## src/rtl/fwd_scoreboard.sv

```systemverilog
// Forwarding and load-use hazard unit: tracks in-flight destination tags in a
// private shift-register scoreboard and produces registered per-operand forward selects.
module fwd_scoreboard #(
  parameter int AW       = 5,
  parameter int NUM_SRC  = 2,
  parameter int DEPTH    = 2,
  parameter int LOAD_LAT = 2,
  parameter int CW       = 16,
  localparam int SW      = $clog2(DEPTH + 1)
) (
  input  logic                  clk,
  input  logic                  reset,
  input  logic                  advance_en,
  input  logic                  flush,
  input  logic                  id_valid,
  input  logic [NUM_SRC*AW-1:0] id_src,
  input  logic [NUM_SRC-1:0]    id_src_used,
  input  logic                  id_regwr,
  input  logic [AW-1:0]         id_rd,
  input  logic                  id_is_load,
  output logic                  stall,
  output logic [NUM_SRC*SW-1:0] ex_fwd_sel,
  output logic [DEPTH:0]        slot_valid,
  output logic [CW-1:0]         stall_count
);

  // Slot 0 is EX; valid reaches slot DEPTH only so it can be observed before it leaves.
  logic [DEPTH:0]        sbVld;
  logic [DEPTH-1:0]      sbRegwr;
  logic [DEPTH-1:0]      sbLoad;
  logic [AW-1:0]         sbRd [DEPTH];

  logic [NUM_SRC*SW-1:0] selNext;
  logic [NUM_SRC*SW-1:0] selReg_p1;
  logic [NUM_SRC-1:0]    opHaz;
  logic [CW-1:0]         stallCnt;
  logic                  idLive;
  logic                  idAdv;

  function automatic logic [CW-1:0] satInc(input logic [CW-1:0] v);
    return (&v) ? v : v + 1'b1;
  endfunction

  // ID stage: match each operand against slots, youngest match overriding older ones.
  always_comb begin
    selNext = '0;
    opHaz   = '0;
    for (int i = 0; i < NUM_SRC; i++) begin
      for (int s = DEPTH - 1; s >= 0; s--) begin
        if (id_src_used[i] && sbVld[s] && sbRegwr[s] && (sbRd[s] != '0) &&
            (sbRd[s] == id_src[i*AW +: AW])) begin
          selNext[i*SW +: SW] = SW'(s + 1);
          opHaz[i]            = sbLoad[s] && ((s + 1) < LOAD_LAT);
        end
      end
    end
  end

  assign idLive = id_valid & ~flush;
  assign stall  = idLive & (|opHaz);
  assign idAdv  = idLive & ~(|opHaz);

  // ID -> EX boundary: control state, cleared asynchronously.
  always_ff @(posedge clk or posedge reset) begin
    if (reset) begin
      sbVld     <= '0;
      selReg_p1 <= '0;
      stallCnt  <= '0;
    end else if (advance_en) begin
      sbVld     <= {sbVld[DEPTH-1:0], idAdv};
      selReg_p1 <= idAdv ? selNext : '0;
      if (stall) stallCnt <= satInc(stallCnt);
    end
  end

  // Tag payload; meaningless whenever the matching valid bit is clear.
  always_ff @(posedge clk) begin
    if (advance_en) begin
      for (int k = DEPTH - 1; k > 0; k--) begin
        sbRegwr[k] <= sbRegwr[k-1];
        sbLoad[k]  <= sbLoad[k-1];
        sbRd[k]    <= sbRd[k-1];
      end
      sbRegwr[0] <= id_regwr;
      sbLoad[0]  <= id_is_load;
      sbRd[0]    <= id_rd;
    end
  end

  assign ex_fwd_sel  = selReg_p1;
  assign slot_valid  = sbVld;
  assign stall_count = stallCnt;

endmodule

```

## config.mk

```make
export PLATFORM = sky130hd
export DESIGN_NAME = fwd_scoreboard
export DESIGN_NICKNAME = d
export VERILOG_FILES = /design/src/rtl/fwd_scoreboard.sv
export SDC_FILE = /design/constraint.sdc
export NUM_CORES = 1
export LEC_CHECK = 0
export BUFFER_PORTS_ARGS = -buffer_cell sky130_fd_sc_hd__buf_2
export CORE_MARGIN = 1
export CORE_UTILIZATION = 35
export CTS_CLUSTER_SIZE = 12
export DETAILED_ROUTE_END_ITERATION = 16
export PLACE_DENSITY_LB_ADDON = 0.08
export SKIP_CTS_REPAIR_TIMING = 1
export SYNTH_ARGS = -nofsm -noshare
export SYNTH_HDL_FRONTEND = slang
export SYNTH_SLANG_ARGS = --single-unit
```

## constraint.sdc

```tcl
create_clock -name clk -period 2.9 [get_ports clk]
set_clock_uncertainty 0.1 [all_clocks]
set_input_delay 0.145 -clock clk [delete_from_list [all_inputs] [get_ports clk]]
set_output_delay 0.145 -clock clk [all_outputs]
set_load 0.1 [all_outputs]
```

## Yosys cells after proc, flatten, opt, wreduce, memory -nomap -nowiden

Memory sizes are Yosys's and may differ from the RTL's.
Cells that the tools add are included.

- Register bits: 26
- Memory bits (writable): 10
- Bits of input ports: 24
- Memories: 1

Memory list:

| memory | words | width | read ports | clocked after Yosys merged registers in | wr ports | line | text |
|---|---|---|---|---|---|---|---|
| sbRd | 2 | 5 | 2 | 0 | 2 | 31 | `logic [AW-1:0] sbRd [DEPTH];` |

- Add/sub/neg operators: 1
- Eq/ne operators: 4
- Muxes and demuxes: 9
- Bitwise operators: 6
- Reduce and logical (&&, ||, !) cells: 21

Operators by type and width:

| cell | count |
|---|---|
| $eq 5x5->1 | 4 |
| $add 16x1->16 const B | 1 |
| $logic_and 1x1->1 | 16 |
| $reduce_and 16->1 | 1 |
| $reduce_bool 5->1 | 2 |
| $mux 2 | 4 |
| $mux 1 | 4 |
| $mux 4 | 1 |
| $and 1x1->1 | 3 |
| $not 1->1 | 3 |
| $reduce_and 3->1 | 1 |
| $reduce_or 2->1 | 1 |

## Depth between registers and ports, before layout

Gate-level depths: netlist of run 1.

- Depth in word-level cells: 9
- Depth in mapped cells: 7

## Worst setup path after synthesis of run 1

Ideal clock, no wire load.

- Path kind: reg-to-output
- From: reg sbVld[0] (netlist: slot_valid[0])
- To: out stall
- Arrival: 3.727 ns
- Data required time: 2.655 ns
- Path slack: -1.072 ns
- Stages on the path, launching flop included: 5
- Cell sequence: dfrtp_1 -> and2_1 -> o21a_2 -> o211ai_2 -> nor3b_1

- Word-level cells in the longest chain between the ends: 7

Ends and longest elaborated chain:

| item | line | text |
|---|---|---|
| start, declared | 28 | `logic [DEPTH:0] sbVld;` |
| start signal, assigned | 70 | `sbVld <= {sbVld[DEPTH-1:0], idAdv};` |
| $logic_and 1x1->1 (4 in a row) | 50 | `if (id_src_used[i] && sbVld[s] && sbRegwr[s] && (sbRd[s] != '0) &&` |
| $mux 1 | 50 |  |
| $reduce_or 2->1 (*) | 60 | `assign stall = idLive & (\|opHaz);` |
| $and 1x1->1 (*) | 60 |  |
| end, declared | 21 | `output logic stall,` |

Every way passes the cells marked *; elsewhere a longest branch is shown, timed or not.

==> impl_metrics.json, run 1 <==
{
  "num_io_pins": 48,
  "synth_ff_type": "dfrtp_1",
  "cts_max_level": 2,
  "setup.worst_path.class": "flip-flop to output port",
  "cp-start-kind": "flip-flop",
  "whs_ps": -69.6,
  "avgViaCountPerCell": 5.33,
  "p_leak_nw": 1.08,
  "cts_buffers": 5,
  "yosysMostFrequentCell": "dfrtp_1",
  "synth_common_cells": "23 x dfrtp_1, 19 x xnor2_1, 16 x xor2_1",
  "grt_start_max_net_pins": 24,
  "drv_slew": 0,
  "fillers": 517,
  "cp.required_ps": 2650,
  "cts_tree": "yes",
  "area_growth_pct": 24.8,
  "end_kind": "output port",
  "crit_arrival_ps": 2070,
  "violations": "negative hold slack",
  "setup_violations": 0,
  "initial_core_util": 0.373,
  "insertion_delay_ps": 300,
  "grt_setup_unrepaired": "false",
  "die_h_um": 76.9,
  "finish.utilization": 0.465,
  "fin_area_um2": 2450,
  "rows": 26,
  "drive_above_1_share": 0.375,
  "top_layer": "met4",
  "cp_max_fo": 4,
  "period_needed_ps": 2320,
  "dr_wl_met3_um": 245,
  "post-route-period-util": 0.800,
  "clockBufferDepth": 2,
  "synth_top_area_frac": 0.293,
  "fmax_mhz": 431,
  "syn_nets": 182,
  "synthTopCellsByArea": "dfrtp_1 29%, edfxtp_1 20%, xnor2_1 8.5%",
  "cts_sinks": 36,
  "met1Wirelength_um": 2310,
  "nets": 240,
  "finalWirelength_um": 4610,
  "cap_violations": 0,
  "synth_edf_count": 13,
  "core_area_um2": 5270,
  "tightest_slew_ps": 906,
  "synthDistinctLibCells": 37,
  "wl_met2_um": 1990,
  "final_antenna_net_count": 0,
  "status": "finished, violations left",
  "p_per_area_nw_per_um2": 441,
  "grt_overflow_total": 0,
  "dp_hpwl_um": 3430,
  "io_buffers": 47,
  "antenna_cells": 0,
  "antenna_found_initial": 0,
  "die_x_um": 76.9,
  "synth-seq-cells": 36,
  "drc": 0,
  "yosysSeqAreaShare": 0.491,
  "place_congestion": 0.873,
  "yosys_warnings": 0,
  "cts.clk_slew.worst_paths_ps": 90,
  "vias": 1524,
  "maxSlewHeadroom": 0.395,
  "first_iter_violations": 76,
  "syn_avg_cell_area_um2": 12.5,
  "syn_area_um2": 1970,
  "hp-class": "primary input to asynchronous set/reset pin",
  "wire_per_inst_um": 16.1,
  "hold_viol": 23,
  "syn_inst": 157,
  "grt_pass1_wl_um": 7900,
  "yosys.area.top_type": "dfrtp_1",
  "async_reset_ff_frac": 0.639,
  "grt_usage": 0.173,
  "post_dp_cell_area_um2": 2290,
  "fin_setup_tns_ps": 0,
  "die_area_um2": 5920,
  "firstDrtPassIters": 4,
  "root_buffer": "clkbuf_8",
  "grt_pass1_vias": 1535,
  "ir_drop_uv": 306
}
==> worst paths after layout <==
kind,cells after the start,from,slack [ps],to
worst max-delay path,6,sbRd[0][4]$_DFFE_PP_,580,stall
worst min-delay path,2,reset,-70,stall_count[1]$_DFFE_PP0P_
worst max register to register,6,sbRd[0][4]$_DFFE_PP_,770,stall_count[1]$_DFFE_PP0P_
worst min register to register,0,sbRegwr[0]$_DFFE_PP_,360,sbRegwr[1]$_DFFE_PP_
max in group asynchronous,2,reset,2200,stall_count[10]$_DFFE_PP0P_
min in group clk,4,id_src_used[0],210,ex_fwd_sel[1]$_DFFE_PP0P_
==> final cells by class <==
type                    instances  area, um2  area share
flip-flops and latches         36        966       0.394
multi-input cells             111        942       0.384
repair buffers                 59        358       0.146
well taps                      70       87.6      0.0357
clock buffers                   5       68.8      0.0281
clock inverters                 3       22.5     0.00918
inverters                       2       7.51     0.00306
==> metal layers <==
metal / global-route usage / vias to the layer above
met1: 0.239 / 765
met3: 0.0560 / 6
li1: - / 711
met4: 0.0596 / 0
met2: 0.251 / 42
met5: 0 / -
==> cells in the final DEF, fill, tap and decap left out, types with 2 or more instances in the layout <==
cell type and n:
clkbuf_8 5, a21oi_1 3, o2111ai_1 2, dlygate4sd3_1 7
mux2_2 2, inv_1 2, o211ai_1 2, nor2_1 6
nor4_1 6, xnor2_1 19, dfrtp_1 23, o211ai_2 3
buf_4 5, nor2b_1 2, xor2_1 16, a32o_1 3
nand3_1 5, nand4_1 6, and3_1 9, buf_2 46
o2111ai_2 10, and2_1 2, nand2_1 2, edfxtp_1 13
==> sequential cells by signal, indices dropped and copies added, names as in the netlist <==
| name | cells |
|---|---|
| sbRegwr | 2 |
| ex_fwd_sel | 4 |
| slot_valid | 3 |
| sbLoad | 1 |
| sbRd | 10 |
| stall_count | 16 |
==> cells by family (layout without fill, tap and decap cells) <==
kind of cell               after synthesis  count (layout)  synth area share
adders and majority gates                1               1           0.00636
DFF                                     36              36             0.491
and+or+nand+nor                         46              46             0.146
muxes                                    3               3            0.0172
xor gates and xnor gates                35              35             0.156
AOI/OAI and AO/OA                       26              26             0.148
buffers and inverters                   10              69            0.0350
==> through the flow <==
stage          total power, mW  setup slack, ps  instances
5_1_grt                   1.13              354        286
2_1_floorplan            0.666              284        157
4_1_cts                   1.08              573        279
3_3_place_gp             0.712              805        271
6_report                  1.08              580        286
3_5_place_dp             0.714              786        271
==> critical path: stages (launching register included) <==
cell,delay (ps)
edfxtp_1,470
xor2_1,200
nor4_1,260
and3_1,220
o211ai_2,170
nor3b_4,250
buf_12,200
==> where the power goes <==
group / total (mW) / switching (mW) / internal (mW) / leakage, nW
Combinational: 0.142 / 0.0924 / 0.0493 / 0.585
Sequential: 0.568 / 0.0195 / 0.549 / 0.446
Clock: 0.371 / 0.200 / 0.171 / 0.0447
Power figures use the tool's default switching activity.
==> inputs of run 2 (changes only) <==
--- a/config.mk
+++ b/config.mk
@@ -5,6 +5,7 @@
 export SDC_FILE = /design/constraint.sdc
 export NUM_CORES = 1
 export LEC_CHECK = 0
+export ABC_AREA = 1
 export BUFFER_PORTS_ARGS = -buffer_cell sky130_fd_sc_hd__buf_2
 export CORE_MARGIN = 1
 export CORE_UTILIZATION = 35
==> constraint.sdc (replaced) <==
create_clock -name clk -period 1.9 [get_ports clk]
set_clock_uncertainty 0.1 [all_clocks]
set_input_delay 0.095 -clock clk [delete_from_list [all_inputs] [get_ports clk]]
set_output_delay 0.095 -clock clk [all_outputs]
set_load 0.1 [all_outputs]
==> run 2 against run 1 <==
Synthesized area grew 7.5%; clock power up 53%; sequential share of layout area fell by 4.0 points; register-to-register slack lost 690 ps; the flow finishes with violations (negative setup slack); cell count increased by 41%.
==> impl_metrics.json, run 2 <==
{
  "reg2regPathDepth": 11,
  "post_dp_cell_area_um2": 2550,
  "synth_common_cells": "88 x nand2_1, 24 x inv_1, 23 x dfrtp_1",
  "grt_overflow_total": 0,
  "critPathBufInv": 3,
  "post-route-period-util": 1.02,
  "fillers": 581,
  "finalWirelength_um": 5010,
  "r2r-end": "ex_fwd_sel[0]$_DFFE_PP0P_",
  "area_growth_pct": 33.0,
  "whs_path_depth": 4,
  "synth_top_area_frac": 0.272,
  "io_buffers": 47,
  "path_cells": "buf_4 -> nor2_1 -> nand3_2 -> inv_2 -> nor2_2 -> nand2_2 -> nand2_4 -> nand2_4 -> nor2_4 -> buf_12",
  "drc": 0,
  "hp-start": "advance_en",
  "largest_reg_flops": 16,
  "cts_buffers": 5,
  "synthTopCellsByArea": "dfrtp_1 27%, edfxtp_1 18%, nand2_1 16%",
  "yosys.area.top_type": "dfrtp_1",
  "synth-seq-cells": 36,
  "worst-r2r-setup-slack_ps": 80,
  "grt_start_max_net_pins": 24,
  "p_seq_frac": 0.518,
  "avgViaCountPerCell": 4.62,
  "p_total_mw": 1.68,
  "p_leak_nw": 1.33,
  "rows": 27,
  "setup_violations": 1,
  "die_area_um2": 6350,
  "setup_ws_ps": -39.8,
  "p_clk_frac": 0.338,
  "synth_edf_count": 13,
  "grt_pass1_wl_um": 8500,
  "p_per_area_nw_per_um2": 598,
  "root_buffer": "clkbuf_8",
  "combPwrFrac": 0.143,
  "final_antenna_net_count": 0,
  "initial_core_util": 0.372,
  "synth.area.mux_share": 0,
  "cp_max_fo": 4,
  "period_needed_ps": 1940,
  "drive_above_1_share": 0.364,
  "grt_setup_unrepaired": "true",
  "status": "finished, violations left",
  "cp.required_ps": 1700,
  "whs_endpoint": "slot_valid[2]$_DFFE_PP0P_",
  "insertion_delay_ps": 290,
  "first_iter_violations": 67,
  "firstDrtPassIters": 4,
  "yosysMostFrequentCell": "nand2_1",
  "ir_drop_uv": 328,
  "end_kind": "output port",
  "die_h_um": 79.7,
  "synth_xor_area_frac": 0.108,
  "grt_pass1_vias": 1759,
  "multi_input_area_um2": 1110,
  "layout_common_cells": "74 x nand2_1, 46 x buf_2, 24 x inv_1, 22 x nand4_1, 18 x xnor2_1",
  "critPathTopFamily": "simple AND/OR/NAND/NOR gates",
  "synthAdderAreaFrac": 0.00592,
  "tightest_slew_ps": 489,
  "hold_viol": 0,
  "seq_area_um2": 995,
  "grt_usage": 0.176,
  "yosys_warnings": 0,
  "wire_per_inst_um": 12.5,
  "p_sw_frac": 0.294,
  "syn_avg_cell_area_um2": 8.10,
  "syn_area_um2": 2110,
  "die_x_um": 79.7,
  "fin_area_um2": 2810,
  "layout_commonest_cell": "nand2_1",
  "antenna_cells": 0,
  "drv_slew": 0,
  "max_stage_delay_ps": 460,
  "vias": 1857,
  "cts_max_level": 2,
  "synth-compound-area-share": 0.0142,
  "maxSlewHeadroom": 0.676,
  "dp_hpwl_um": 3690,
  "clockBufferDepth": 2,
  "hp-class": "primary input to flip-flop",
  "cpMaxStageDelayCell": "edfxtp_1",
  "synth_ff_type": "dfrtp_1",
  "violations": "negative setup slack",
  "syn_inst": 261,
  "regToRegStartpoint": "sbRd[0][3]$_DFFE_PP_",
  "cap_violations": 0,
  "synth_top_family_by_area": "simple AND/OR/NAND/NOR gates",
  "cp.depth": 10,
  "num_io_pins": 48,
  "nets": 354,
  "async_reset_ff_frac": 0.639,
  "power.switching_mw": 0.493,
  "antenna_found_initial": 0,
  "core_area_um2": 5680,
  "place_congestion": 0.813,
  "p_int_mw": 1.19,
  "crit_top_cell": "nand2_4",
  "yosysSeqAreaShare": 0.457,
  "cts_sinks": 36,
  "setup.worst_path.class": "flip-flop to output port",
  "syn_nets": 286,
  "yosys.area_share.simple": 0.352,
  "crit_arrival_ps": 1740,
  "cp-start-kind": "flip-flop",
  "synthDistinctLibCells": 25,
  "cts_tree": "yes",
  "cts.clk_slew.worst_paths_ps": 80,
  "fmax_mhz": 516
}
-- run 2: cell types whose count changed after synthesis, sizes merged, moves of 9 or more --
cell     before  now
o2111ai      12    0
inv           2   28
nand4         6   23
nor2          7   26
xor2         16    7
nand2         2   91
-- run 2: worst max-delay path by stage --
stage          slack, ps                      start                     endpoint
4_1_cts             -160       sbRd[0][2]$_DFFE_PP_                        stall
5_1_grt             -130       sbRd[0][2]$_DFFE_PP_                        stall
3_5_place_dp          50       sbRd[0][2]$_DFFE_PP_  stall_count[12]$_DFFE_PP0P_
3_3_place_gp          50       sbRd[0][2]$_DFFE_PP_  stall_count[13]$_DFFE_PP0P_
2_1_floorplan        -30  slot_valid[0]$_DFFE_PP0P_                        stall
6_report             -40       sbRd[0][3]$_DFFE_PP_                        stall
-- run 2: power groups by stage --
| stage | combinational, mW | clock (mW) | sequential (mW) |
|---|---|---|---|
| 6_report | 0.241 | 0.569 | 0.871 |
| 5_1_grt | 0.265 | 0.621 | 0.876 |
| 4_1_cts | 0.217 | 0.588 | 0.870 |
| 3_5_place_dp | 0.216 | 0 | 0.886 |
| 3_3_place_gp | 0.217 | 0 | 0.886 |
| 2_1_floorplan | 0.0975 | 0 | 0.927 |
-- run 2: stage by stage --
stage / util / TNS, ps / hold WS [ps] / setup WS, ps / cells
after detailed placement: 0.449 / 0 / 54.3 / 45.2 / 381
after floorplan: - / -234 / -3.99 / -34.0 / 261
after global routing: 0.495 / -145 / 77.0 / -133 / 402
final: 0.495 / -39.8 / 48.7 / -39.8 / 402
after CTS: 0.465 / -164 / -261 / -164 / 389
after global placement: 0.449 / 0 / 59.0 / 52.7 / 381
-- run 2: kinds of logic after synthesis --
family	Yosys count
AOI/OAI and AO/OA	6
xor gates and xnor gates	26
adders and majority gates	1
buffers and inverters	32
DFF	36
and+or+nand+nor	160
-- run 2: layer usage --
| metal | share of wire | track usage | up-vias |
|---|---|---|---|
| met5 | 0 | 0 | - |
| met4 | 0.0082 | 0.0436 | 0 |
| met3 | 0.044 | 0.0411 | 4 |
| met2 | 0.40 | 0.253 | 46 |
| met1 | 0.54 | 0.263 | 826 |
| li1 | - | - | 981 |
-- run 2: worst reg2reg max path: cells and delay by family (launching register included) --
family | cells | cell delay [ps]
flip-flops | 1 | 460
buffers and inverters | 3 | 390
AND/OR/NAND/NOR | 7 | 630
AO/OA/AOI/OAI | 1 | 170
-- run 2: area by class of cell --
cell class                 count  share of cell area
timing repair buffer          65               0.149
clock inverter                 3             0.00846
inverter                      28              0.0374
clock buffer                   5              0.0245
sequential                    36               0.354
tap                           72              0.0320
multi-input combinational    193               0.395
==> inputs of run 3 (changes only) <==
--- a/config.mk
+++ b/config.mk
@@ -9,6 +9,7 @@
 export BUFFER_PORTS_ARGS = -buffer_cell sky130_fd_sc_hd__buf_2
 export CORE_MARGIN = 1
 export CORE_UTILIZATION = 35
+export CTS_BUF_LIST = sky130_fd_sc_hd__clkbuf_16
 export CTS_CLUSTER_SIZE = 12
 export DETAILED_ROUTE_END_ITERATION = 16
 export PLACE_DENSITY_LB_ADDON = 0.08
==> run 3 against run 2 <==
The flow still finishes with violations (negative setup slack); setup slack improved by 36 ps; total power increased by 15%; cell count decreased by 0.25%; register-to-register slack improved by 90 ps; clock power increased by 45%; core utilization increased by 0.99 points; non-clock buffer count decreased by 1; flip-flop and latch count unchanged; sequential share of layout area decreased by 0.69 points; fmax increased by 1.9%; combinational power about the same.
==> impl_metrics.json, run 3 (synthesis results as in run 2) <==
{
  "finalWirelength_um": 5050,
  "setup.worst_path.class": "flip-flop to output port",
  "wire_per_inst_um": 12.6,
  "regToRegStartpoint": "sbRd[0][2]$_DFFE_PP_",
  "clockBufferDepth": 2,
  "r2r-end": "ex_fwd_sel[0]$_DFFE_PP0P_",
  "p_total_mw": 1.94,
  "die_area_um2": 6350,
  "whs_path_depth": 4,
  "insertion_delay_ps": 280,
  "setup_violations": 1,
  "multi_input_area_um2": 1120,
  "cp_max_fo": 5,
  "cts_max_level": 2,
  "first_iter_violations": 87,
  "p_seq_frac": 0.450,
  "grtUsageMet3": 0.0446,
  "tightest_slew_ps": 489,
  "critPathBufInv": 1,
  "antenna_found_initial": 0,
  "path_cells": "xnor2_1 -> nand2_1 -> nor2_2 -> nand2_2 -> nand2_4 -> nand2_4 -> nor2_4 -> buf_12",
  "area_growth_pct": 35.7,
  "critPathTopFamily": "simple AND/OR/NAND/NOR gates",
  "hold_viol": 0,
  "combPwrFrac": 0.124,
  "p_sw_frac": 0.269,
  "cap_violations": 0,
  "crit_top_cell": "nand2_4",
  "place_congestion": 0.813,
  "max_stage_delay_ps": 470,
  "root_buffer": "clkbuf_16",
  "gr-usage-met1": 0.266,
  "initial_core_util": 0.372,
  "hp-start": "advance_en",
  "firstDrtPassIters": 4,
  "avgViaCountPerCell": 4.62,
  "largest_reg_flops": 16,
  "p_clk_frac": 0.426,
  "grt_pass1_vias": 1778,
  "end_kind": "output port",
  "cts_buffers": 5,
  "dp_hpwl_um": 3690,
  "grt_start_max_net_pins": 24,
  "drc": 0,
  "fillers": 574,
  "setup_ws_ps": -3.86,
  "hp-class": "primary input to flip-flop",
  "vias": 1854,
  "reg2regPathDepth": 10,
  "ir_drop_uv": 403,
  "grt_pass1_wl_um": 8580,
  "die_h_um": 79.7,
  "grt_overflow_total": 0,
  "crit_arrival_ps": 1710,
  "drv_slew": 0,
  "post-route-period-util": 1.00,
  "nets": 353,
  "cpMaxStageDelayCell": "edfxtp_1",
  "cp.required_ps": 1700,
  "p_leak_nw": 1.36,
  "place_ws_ps": 45.2,
  "cts_tree": "yes",
  "num_io_pins": 48,
  "busiest_layer": "met1",
  "die_x_um": 79.7,
  "layout_commonest_cell": "nand2_1",
  "cts.clk_slew.worst_paths_ps": 60,
  "rows": 27,
  "drive_above_1_share": 0.365,
  "p_int_mw": 1.42,
  "met2_usage": 0.252,
  "final_antenna_net_count": 0,
  "core_area_um2": 5680,
  "maxSlewHeadroom": 0.676,
  "cp-start-kind": "flip-flop",
  "seq_area_um2": 995,
  "status": "finished, violations left",
  "violations": "negative setup slack",
  "grt_usage": 0.180,
  "whs_endpoint": "slot_valid[2]$_DFFE_PP0P_",
  "grt_setup_unrepaired": "true",
  "antenna_cells": 0,
  "p_per_area_nw_per_um2": 676,
  "io_buffers": 47,
  "cts_sinks": 36,
  "layout_common_cells": "74 x nand2_1, 46 x buf_2, 24 x inv_1, 22 x nand4_1, 17 x xnor2_1",
  "worst-r2r-setup-slack_ps": 170,
  "power.switching_mw": 0.521,
  "period_needed_ps": 1900,
  "fmax_mhz": 525
}
==> run 3: cell count changes in the layout (fill, tap and decap cells not counted) <==
cell | before | now
clkbuf_16 | 0 | 5
clkbuf_8 | 5 | 0
buf_4 | 9 | 8
xnor2_2 | 1 | 2
xnor2_1 | 18 | 17
==> run 3: how the worst max path moves through the flow <==
stage | from | to | slack, ps | cells past startpoint
floorplan | slot_valid[0]$_DFFE_PP0P_ | stall | -30 | 8
global placement | sbRd[0][2]$_DFFE_PP_ | stall_count[13]$_DFFE_PP0P_ | 50 | 8
detailed placement | sbRd[0][2]$_DFFE_PP_ | stall_count[12]$_DFFE_PP0P_ | 50 | 8
CTS | sbRd[0][2]$_DFFE_PP_ | stall | -140 | 8
global route | sbRd[0][2]$_DFFE_PP_ | stall | -120 | 8
finish | sbRd[0][2]$_DFFE_PP_ | stall | -4 | 8
==> run 3: worst register-to-register path, delay by kind of cell, from the launching register on <==
kind | cells | cell delay [ps]
AOI/OAI and AO/OA | 1 | 170
buffers and inverters | 2 | 220
DFF | 1 | 470
and+or+nand+nor | 7 | 700
==> run 3: final cells by class <==
| class | instances | area share |
|---|---|---|
| Tap cell | 72 | 0.0314 |
| Sequential cell | 36 | 0.347 |
| Clock inverter | 3 | 0.00829 |
| Multi-Input combinational cell | 193 | 0.390 |
| Timing Repair Buffer | 64 | 0.143 |
| Clock buffer | 5 | 0.0436 |
| Inverter | 28 | 0.0366 |
==> run 3: power groups by stage <==
stage               logic [mW]  clock network (mW)  registers (mW)
CTS                      0.217               0.847           0.871
finish                   0.240               0.825           0.873
detailed placement       0.216                   0           0.886
floorplan               0.0975                   0           0.927
global route             0.264               0.884           0.878
global placement         0.217                   0           0.886
==> run 3: through the flow <==
| step | utilization | hold slack (ps) | setup TNS, ps | cell area (um2) | instances |
|---|---|---|---|---|---|
| after floorplan | - | -3.99 | -234 | 2200 | 261 |
| after global placement | 0.449 | 59.0 | 0 | 2550 | 381 |
| after detailed placement | 0.449 | 54.3 | 0 | 2550 | 381 |
| after CTS | 0.475 | -241 | -142 | 2700 | 389 |
| after global routing | 0.505 | 99.5 | -115 | 2870 | 401 |
| final | 0.505 | 62.6 | -3.86 | 2870 | 401 |
==> run 3: routing by layer <==
layer | routed length, um | up-vias | part of all wire
li1 | - | 977 | -
met1 | 2730 | 828 | 0.54
met2 | 2010 | 43 | 0.40
met3 | 240 | 6 | 0.048
met4 | 70 | 0 | 0.014
met5 | 0 | - | 0
